### src/rtl/cpu_datapath_gen.sv
// cpu_datapath_gen: parametrised multicycle CPU datapath.
//
// Holds the register file, PC/IR/MDR/operand/ALU-out registers, an ALU with N/Z/C/V flags and a
// request/acknowledge memory port that tolerates any number of wait states. The multicycle
// controller drives the select/enable inputs and sequences on mem_done.
//
// Ports:
//   clk, reset                 clock, asynchronous active-high reset
//   alu_1_sel, alu_2_sel       ALU A (pc/opA) and B (opB/imm_s/imm_l/1) selects
//   alu_op                     ALU operation
//   reg_in_sel, reg_w_sel      RF write data select and write index select (rA / link)
//   pc_sel, addr_sel           PC next-value select, memory address select
//   opA_wr .. rf_wr            register write enables
//   mem_rd, mem_wr, load_ir    start read / write transaction, read destination (IR / MDR)
//   mem_req, mem_we            bus request and its write qualifier
//   mem_addr, mem_wdata        latched transaction address and write data
//   mem_rdata, mem_ack         read data and transaction acknowledge
//   mem_busy, mem_done         transaction outstanding, one-cycle completion pulse
//   instr                      ir[4:0] opcode to the controller
//   flag_n/z/c/v               status flags
//
// Build option: define CPU_DP_CV_FLAGS_EN to include the carry/overflow logic; without it
// flag_c and flag_v are tied to 0.

module cpu_datapath_gen #(
  parameter int unsigned DATA_W = 16,
  parameter int unsigned REG_AW = 3
) (
  input  logic              clk,
  input  logic              reset,
  input  logic              alu_1_sel,
  input  logic [1:0]        alu_2_sel,
  input  logic [2:0]        alu_op,
  input  logic [2:0]        reg_in_sel,
  input  logic              reg_w_sel,
  input  logic              pc_sel,
  input  logic              addr_sel,
  input  logic              opA_wr,
  input  logic              opB_wr,
  input  logic              alu_out_wr,
  input  logic              pc_wr,
  input  logic              flag_wr,
  input  logic              rf_wr,
  input  logic              mem_rd,
  input  logic              mem_wr,
  input  logic              load_ir,
  output logic              mem_req,
  output logic              mem_we,
  output logic [DATA_W-1:0] mem_addr,
  output logic [DATA_W-1:0] mem_wdata,
  input  logic [DATA_W-1:0] mem_rdata,
  input  logic              mem_ack,
  output logic              mem_busy,
  output logic              mem_done,
  output logic [4:0]        instr,
  output logic              flag_n,
  output logic              flag_z,
  output logic              flag_c,
  output logic              flag_v
);

  localparam int unsigned NReg  = 2 ** REG_AW;
  localparam int unsigned ImmSW = DATA_W - 5 - 2 * REG_AW;
  localparam int unsigned ImmLW = DATA_W - 5 - REG_AW;

  typedef enum logic {StIdle, StBusy} mem_state_e;

  // Architectural registers
  logic [DATA_W-1:0] pc_q, ir_q, mdr_q, opa_q, opb_q, alu_out_q;
  logic [DATA_W-1:0] rf_q [NReg];
  logic              flag_n_q, flag_z_q;

  // Memory port state
  mem_state_e        state_q, state_d;
  logic [DATA_W-1:0] mem_addr_q, mem_wdata_q;
  logic              mem_we_q, dest_ir_q, mem_done_q;
  logic              txn_start, txn_complete;

  // IR field decode
  logic [REG_AW-1:0] ra, rb, rf_widx;
  logic [DATA_W-1:0] imm_s, imm_l;

  assign instr = ir_q[4:0];
  assign ra    = ir_q[4+REG_AW:5];
  assign rb    = ir_q[4+2*REG_AW:5+REG_AW];
  assign imm_s = {{(DATA_W - ImmSW){ir_q[DATA_W-1]}}, ir_q[DATA_W-1:DATA_W-ImmSW]};
  assign imm_l = {{(DATA_W - ImmLW){ir_q[DATA_W-1]}}, ir_q[DATA_W-1:DATA_W-ImmLW]};

  // Register file: asynchronous read, so same-cycle reads see the pre-write value
  logic [DATA_W-1:0] rf_a, rf_b, rf_wdata;

  assign rf_a    = rf_q[ra];
  assign rf_b    = rf_q[rb];
  assign rf_widx = reg_w_sel ? {REG_AW{1'b1}} : ra;

  always_comb begin
    rf_wdata = '0;
    case (reg_in_sel)
      3'd0:    rf_wdata = alu_out_q;
      3'd1:    rf_wdata = mdr_q;
      3'd2:    rf_wdata = opb_q;
      3'd3:    rf_wdata = imm_l;
      3'd4:    rf_wdata = opa_q;
      3'd5:    rf_wdata = pc_q;
      default: rf_wdata = '0;
    endcase
  end

  always_ff @(posedge clk or posedge reset) begin
    if (reset) begin
      for (int unsigned i = 0; i < NReg; i++) begin
        rf_q[i] <= '0;
      end
    end else if (rf_wr) begin
      rf_q[rf_widx] <= rf_wdata;
    end
  end

  // ALU
  logic [DATA_W-1:0] alu_a, alu_b, alu_res;

  assign alu_a = alu_1_sel ? opa_q : pc_q;

  always_comb begin
    alu_b = '0;
    case (alu_2_sel)
      2'd0:    alu_b = opb_q;
      2'd1:    alu_b = imm_s;
      2'd2:    alu_b = imm_l;
      default: alu_b = DATA_W'(1);
    endcase
  end

  always_comb begin
    alu_res = '0;
    case (alu_op)
      3'd0:    alu_res = alu_a + alu_b;
      3'd1:    alu_res = alu_a - alu_b;
      3'd2:    alu_res = alu_a & alu_b;
      3'd3:    alu_res = alu_a | alu_b;
      3'd4:    alu_res = alu_a ^ alu_b;
      3'd5:    alu_res = {alu_a[DATA_W-2:0], 1'b0};
      3'd6:    alu_res = {1'b0, alu_a[DATA_W-1:1]};
      default: alu_res = alu_b;
    endcase
  end

`ifdef CPU_DP_CV_FLAGS_EN
  logic alu_c, alu_v, flag_c_q, flag_v_q;

  // Carry of an add shows up as a wrapped (smaller) sum; borrow of a subtract is a < b.
  always_comb begin
    alu_c = 1'b0;
    alu_v = 1'b0;
    case (alu_op)
      3'd0: begin
        alu_c = alu_res < alu_a;
        alu_v = (alu_a[DATA_W-1] == alu_b[DATA_W-1]) && (alu_res[DATA_W-1] != alu_a[DATA_W-1]);
      end
      3'd1: begin
        alu_c = alu_a < alu_b;
        alu_v = (alu_a[DATA_W-1] != alu_b[DATA_W-1]) && (alu_res[DATA_W-1] != alu_a[DATA_W-1]);
      end
      3'd5:    alu_c = alu_a[DATA_W-1];
      3'd6:    alu_c = alu_a[0];
      default: ;
    endcase
  end

  always_ff @(posedge clk or posedge reset) begin
    if (reset) begin
      flag_c_q <= 1'b0;
      flag_v_q <= 1'b0;
    end else if (flag_wr) begin
      flag_c_q <= alu_c;
      flag_v_q <= alu_v;
    end
  end

  assign flag_c = flag_c_q;
  assign flag_v = flag_v_q;
`else
  assign flag_c = 1'b0;
  assign flag_v = 1'b0;
`endif

  assign flag_n = flag_n_q;
  assign flag_z = flag_z_q;

  // Datapath registers
  always_ff @(posedge clk or posedge reset) begin
    if (reset) begin
      pc_q      <= '0;
      ir_q      <= '0;
      mdr_q     <= '0;
      opa_q     <= '0;
      opb_q     <= '0;
      alu_out_q <= '0;
      flag_n_q  <= 1'b0;
      flag_z_q  <= 1'b0;
    end else begin
      if (pc_wr)      pc_q      <= pc_sel ? opa_q : alu_res;
      if (opA_wr)     opa_q     <= rf_a;
      if (opB_wr)     opb_q     <= rf_b;
      if (alu_out_wr) alu_out_q <= alu_res;
      if (flag_wr) begin
        flag_n_q <= alu_res[DATA_W-1];
        flag_z_q <= (alu_res == '0);
      end
      if (txn_complete && !mem_we_q) begin
        if (dest_ir_q) ir_q  <= mem_rdata;
        else           mdr_q <= mem_rdata;
      end
    end
  end

  // Memory transaction FSM
  always_comb begin
    state_d      = state_q;
    txn_start    = 1'b0;
    txn_complete = 1'b0;
    unique case (state_q)
      StIdle: begin
        if (mem_rd || mem_wr) begin
          state_d   = StBusy;
          txn_start = 1'b1;
        end
      end
      StBusy: begin
        if (mem_ack) begin
          state_d      = StIdle;
          txn_complete = 1'b1;
        end
      end
      default: state_d = StIdle;
    endcase
  end

  always_ff @(posedge clk or posedge reset) begin
    if (reset) begin
      state_q     <= StIdle;
      mem_addr_q  <= '0;
      mem_wdata_q <= '0;
      mem_we_q    <= 1'b0;
      dest_ir_q   <= 1'b0;
      mem_done_q  <= 1'b0;
    end else begin
      state_q    <= state_d;
      mem_done_q <= txn_complete;
      // Address/data/direction are frozen for the whole transaction; a write wins over a read.
      if (txn_start) begin
        mem_addr_q  <= addr_sel ? opb_q : pc_q;
        mem_wdata_q <= opa_q;
        mem_we_q    <= mem_wr;
        dest_ir_q   <= load_ir;
      end
    end
  end

  assign mem_req   = (state_q == StBusy);
  assign mem_busy  = (state_q == StBusy);
  assign mem_we    = mem_we_q;
  assign mem_addr  = mem_addr_q;
  assign mem_wdata = mem_wdata_q;
  assign mem_done  = mem_done_q;

endmodule

### config.mk
export PLATFORM = sky130hd
export DESIGN_NAME = cpu_datapath_gen
export DESIGN_NICKNAME = d
export VERILOG_FILES = /design/src/rtl/cpu_datapath_gen.sv
export SDC_FILE = /design/constraint.sdc
export NUM_CORES = 1
export LEC_CHECK = 0
export ABC_AREA = 1
export CAP_MARGIN = 10
export CORE_ASPECT_RATIO = 1.2
export CORE_MARGIN = 2
export CORE_UTILIZATION = 30
export CTS_BUF_LIST = sky130_fd_sc_hd__clkbuf_8
export DETAILED_ROUTE_END_ITERATION = 6
export PLACE_DENSITY = 0.42
export SLEW_MARGIN = 10
export SYNTH_ARGS = -nofsm -noshare
export SYNTH_HDL_FRONTEND = slang
export SYNTH_SLANG_ARGS = --single-unit
### constraint.sdc
create_clock -name clk -period 17.39 [get_ports clk]
set_clock_uncertainty 0.05 [all_clocks]
set_input_delay 2.6085 -clock clk [delete_from_list [all_inputs] [get_ports clk]]
set_output_delay 2.6085 -clock clk [all_outputs]
set_load 0.005 [all_outputs]
==> out/results.env <==
STATUS='completed'
DRT-VIAS-PER-INSTANCE=5.09
ANTENNA_FOUND_INITIAL=2
HOLD_CLASS='reg2reg'
SYNTH_COMPOUND_AREA_SHARE_PCT=20.6
GRT_START_MAX_NET_PINS=95
YS_DOMINANT_REG_CELL='sky130_fd_sc_hd__dfrtp_1'
PWR_DENSITY_CELL_mW_PER_MM2=179
YOSYSWARNINGS=0
TYPE_OF_ORIGIN_OF_THE_CRITICAL_PATH='primary input'
HTREE_LEVELS=2
LAYOUT.NETS=2178
CTSRESIZECOUNT=0
CRITPATHMAXFANOUT=8
GRT_SETUP_UNREPAIRED='false'
WORST_R2R_PATH_DEPTH=25
SEQ_POWER_SHARE_PCT=32.1
WHS_PATH_DEPTH=2
ASYNC_RESET_FF_SHARE_PCT=100
POWER_REPORT.INTERNAL_TOTAL_uW=1760
SETUP_VIOL_COUNT_FINAL=0
POST_SYNTHESIS_MUX_AREA_SHARE_PCT=4.61
NETLIST_AREA_SQ_MM=0.0156
CLK_PIN_SLEW_NS=0.06
POST_SYNTH_XOR_AREA_FRACTION_PCT=0.840
GLOBALROUTEOVERFLOWTOTAL=0
CLOCK_TREE.ROOT_CELL='sky130_fd_sc_hd__clkbuf_8'
GP_ROUTABILITY_CONGESTION=0.936
POSTCTSSETUPREPAIRBUFS=0
POST_SYNTH_NUM_CELL_TYPES=46
CTS_BUFFER_DEPTH=3
HPWL_MM=42.2
POST_SYNTH_MAIN_AREA_CONTRIBUTORS='sky130_fd_sc_hd__dfrtp_1, sky130_fd_sc_hd__o21ai_0, sky130_fd_sc_hd__nand2_1'
DETAIL_ROUTE.FIRST_PASS.ITERATIONS=5
SYNTH_ENABLE_FLOP_CELLS=0
FIN_CRIT_SH_PCT=36.3
PWR-SHARE-CLK_PCT=19.6
TRITONCTS='yes'
TOTAL_LEAKAGE_POWER_uW=0.00842
SYNTH_SEQ_CELLS=262
NUM_IO_PINS=85
SYNTH_CELLS=2043
FINAL_ANTENNA_NET_COUNT=0
YOSYSMOSTFREQUENTCELL='sky130_fd_sc_hd__nand2_1'
MAIN_COMBINATIONAL_CELL_FAMILY_BY_AREA_AFTER_SYNTHESIS='compound AO/OA/AOI/OAI gates'
DPL_CELL_AREA_SQ_MM=0.0171
MAXSLEWHEADROOM_PCT=15.6
DIE_Y_MICRONS=254
POSTCTSHOLDBUFS=0
ROW_COUNT=91
INITIAL_UTILIZATION_PCT=30.4
GRT_FIRST_PASS_WIRELENGTH_MM=91.3
LAYOUT-DRIVE-GT1-SHARE_PCT=10.2
SYNTHTOLAYOUTAREAGROWTH_PCT=15.8
MAX_FREQ_GHz=0.158
SYNTH_AREA_LEADER_CELL='sky130_fd_sc_hd__dfrtp_1'
SYN-MEAN-INSTANCE-AREA_SQ_UM=7.66
TIMING_WORST_SLEW_PIN_VALUE_NS=1.26
SYNTH_TOP_AREA_SHARE_PCT=41.9
SLEW_VIOLATIONS=0
SETUP.WORST_PATH.END_CLASS='flip-flop'
CRITICAL_PATH_REQUIRED_NS=17.88
COUNT_OF_INPUT_AND_OUTPUT_BUFFERS=82
CLOCK-SINKS=262
NUMBER_OF_CTS_INSERTED_BUFFERS=50
MAX-CAP-VIOLATIONS=0
DIE_AREA_SQ_MM=0.0540
CLOCK_INSERTION_DELAY_WORST_SKEW_NS=0.60
YS_TOP_CELLS_BY_COUNT='sky130_fd_sc_hd__nand2_1, sky130_fd_sc_hd__o21ai_0, sky130_fd_sc_hd__dfrtp_1'
LAYOUT_MIN_CYCLE_TIME_NS=6.32
DRC=0
SWITCHING_SHARE_PCT=45.6
SYNTH_SEQUENTIAL_AREA_RATIO_PCT=41.9
REPORT.FINAL.HOLD_VIOL_COUNT=0
TIMING.CRITICAL_PATH.ARRIVAL_NS=6.81
FINALINSTANCEAREA_SQ_MM=0.0181
SWITCHINGPOWER_uW=1480
ROUTE.VIAS.TOTAL=14400
DRT-WIRELENGTH-PER-CELL_MICRONS=21.5
P_COMB_SHARE_PCT=48.3
CRITPATHMAXSTAGEDELAY_NS=0.59
SETUP_TOTAL_NEG_SLACK_NS=0
VDD_DROP_MAX_mV=0.0621
SYNTH_SIMPLE_GATE_AREA_SHARE_PCT=18.9
WORST_PATH_MAX_DELAY_CELL='sky130_fd_sc_hd__clkdlybuf4s50_1'
SYNTHADDERAREAFRAC_PCT=3.97
GRT_PASS1_VIAS=14000
OVERALL_ROUTED_NET_LENGTH_MM=60.6
DETAIL_ROUTE.ITER0.VIOLATIONS=1140
CORE_REGION_SQ_MM=0.0515
GLOBALROUTETOTALUTIL_PCT=22.8
CRIT_PATH_KIND='in2reg'
DIE_WIDTH_MICRONS=212
==> area by class of cell <==
type	instances	area (sq um)
Multi-Input combinational cell	1420	7700
Fill cell	5640	33300
Clock buffer	70	963
Clock inverter	19	81.3
Timing Repair Buffer	107	998
Sequential cell	262	6560
Tap cell	697	872
Inverter	248	938
Antenna cell	1	2.50
==> metal layers <==
| layer | up-vias | track usage [%] | share of wire [%] |
|---|---|---|---|
| met5 | - | 0 | 0 |
| met4 | 0 | 10.6 | 4.8 |
| met3 | 111 | 2.79 | 3.9 |
| met2 | 353 | 38.6 | 49 |
| met1 | 6994 | 28.9 | 43 |
| li1 | 6922 | - | - |
==> logic make-up (layout without fill, tap and decap cells) <==
group / Yosys count / after routing
other: 1 / 3
xor gates and xnor gates: 15 / 15
muxes: 64 / 64
adders and majority gates: 49 / 49
AOI/OAI and AO/OA: 613 / 613
and+or+nand+nor: 677 / 677
buffers and inverters: 362 / 444
DFF: 262 / 262
==> path summary, 6_finish.rpt <==
| check | startpoint | end | slack (ns) |
|---|---|---|---|
| worst min-delay path | mem_wdata[14] | mem_wdata[14] | 0.43 |
| max in group asynchronous | reset | mem_wdata[9] | 12.69 |
| worst min register to register | mem_wdata[14] | mem_wdata[14] | 0.43 |
| worst max-delay path | alu_2_sel[1] | pc_q[15] | 11.07 |
| worst max register to register | ir_q[11] | pc_q[15] | 13.40 |
| min in group asynchronous | reset | rf_q[100] | 2.48 |
==> power groups by stage <==
stage / clock (uW) / sequential [uW] / combinational (uW)
floorplan: 0 / 983 / 1030
global placement: 0 / 1050 / 1560
detailed placement: 0 / 1050 / 1570
CTS: 656 / 1040 / 1570
global route: 687 / 1070 / 1760
finish: 636 / 1040 / 1560
==> state kept, by name, indices dropped and copies added, names as in the netlist <==
register,count
alu_out_q,16
dest_ir_q,1
flag_n,1
flag_z,1
ir_q,16
mdr_q,16
mem_addr,16
mem_busy,1
mem_done,1
mem_wdata,16
mem_we,1
opa_q,16
opb_q,16
pc_q,16
rf_q,128
==> placed cells by master, fill, tap and decap left out, drive strengths merged <==
master / netlist / layout
mux2: 64 / 64
o2bb2ai: 3 / 3
nand3b: 9 / 9
clkinv: 4 / 10
fa: 1 / 1
nor2: 71 / 71
ha: 48 / 48
o221ai: 2 / 2
nand4: 10 / 10
diode: 0 / 1
o21a: 2 / 2
a22oi: 5 / 5
inv: 244 / 256
or2: 2 / 2
xnor2: 1 / 1
clkinvlp: 0 / 1
a21boi: 2 / 2
a21oi: 173 / 173
o21ai: 386 / 386
dfrtp: 262 / 262
clkdlybuf4s50: 0 / 80
a221oi: 9 / 9
a2111oi: 1 / 1
o2111ai: 4 / 4
buf: 37 / 27
a211oi: 1 / 1
o22ai: 17 / 17
clkbuf: 77 / 70
xor2: 14 / 14
nor3: 13 / 13
nand3: 159 / 159
conb: 1 / 2
nand2: 413 / 413
o211ai: 8 / 8
==> metrics by stage <==
step	std cells	hold WS, ns	setup WS, ns	utilization [%]	total power, uW
3_3_place_gp	2734	0.422	10.46	33.2	2610
2_1_floorplan	2044	0.399	7.52	-	2020
4_1_cts	2823	0.442	11.07	35.2	3270
6_report	2824	0.433	11.07	35.2	3240
3_5_place_dp	2734	0.427	10.42	33.2	2620
5_1_grt	2824	0.471	10.62	35.2	3520
==> worst max-delay path: cells and delay by family <==
kind | cells | cell delay [ns]
AND/OR/NAND/NOR | 16 | 1.72
buffers and inverters | 6 | 1.12
AO/OA/AOI/OAI | 3 | 0.68
adder cells (fa/ha/maj) | 2 | 0.51
XOR/XNOR | 1 | 0.17
(Power assumes the default switching activity.)
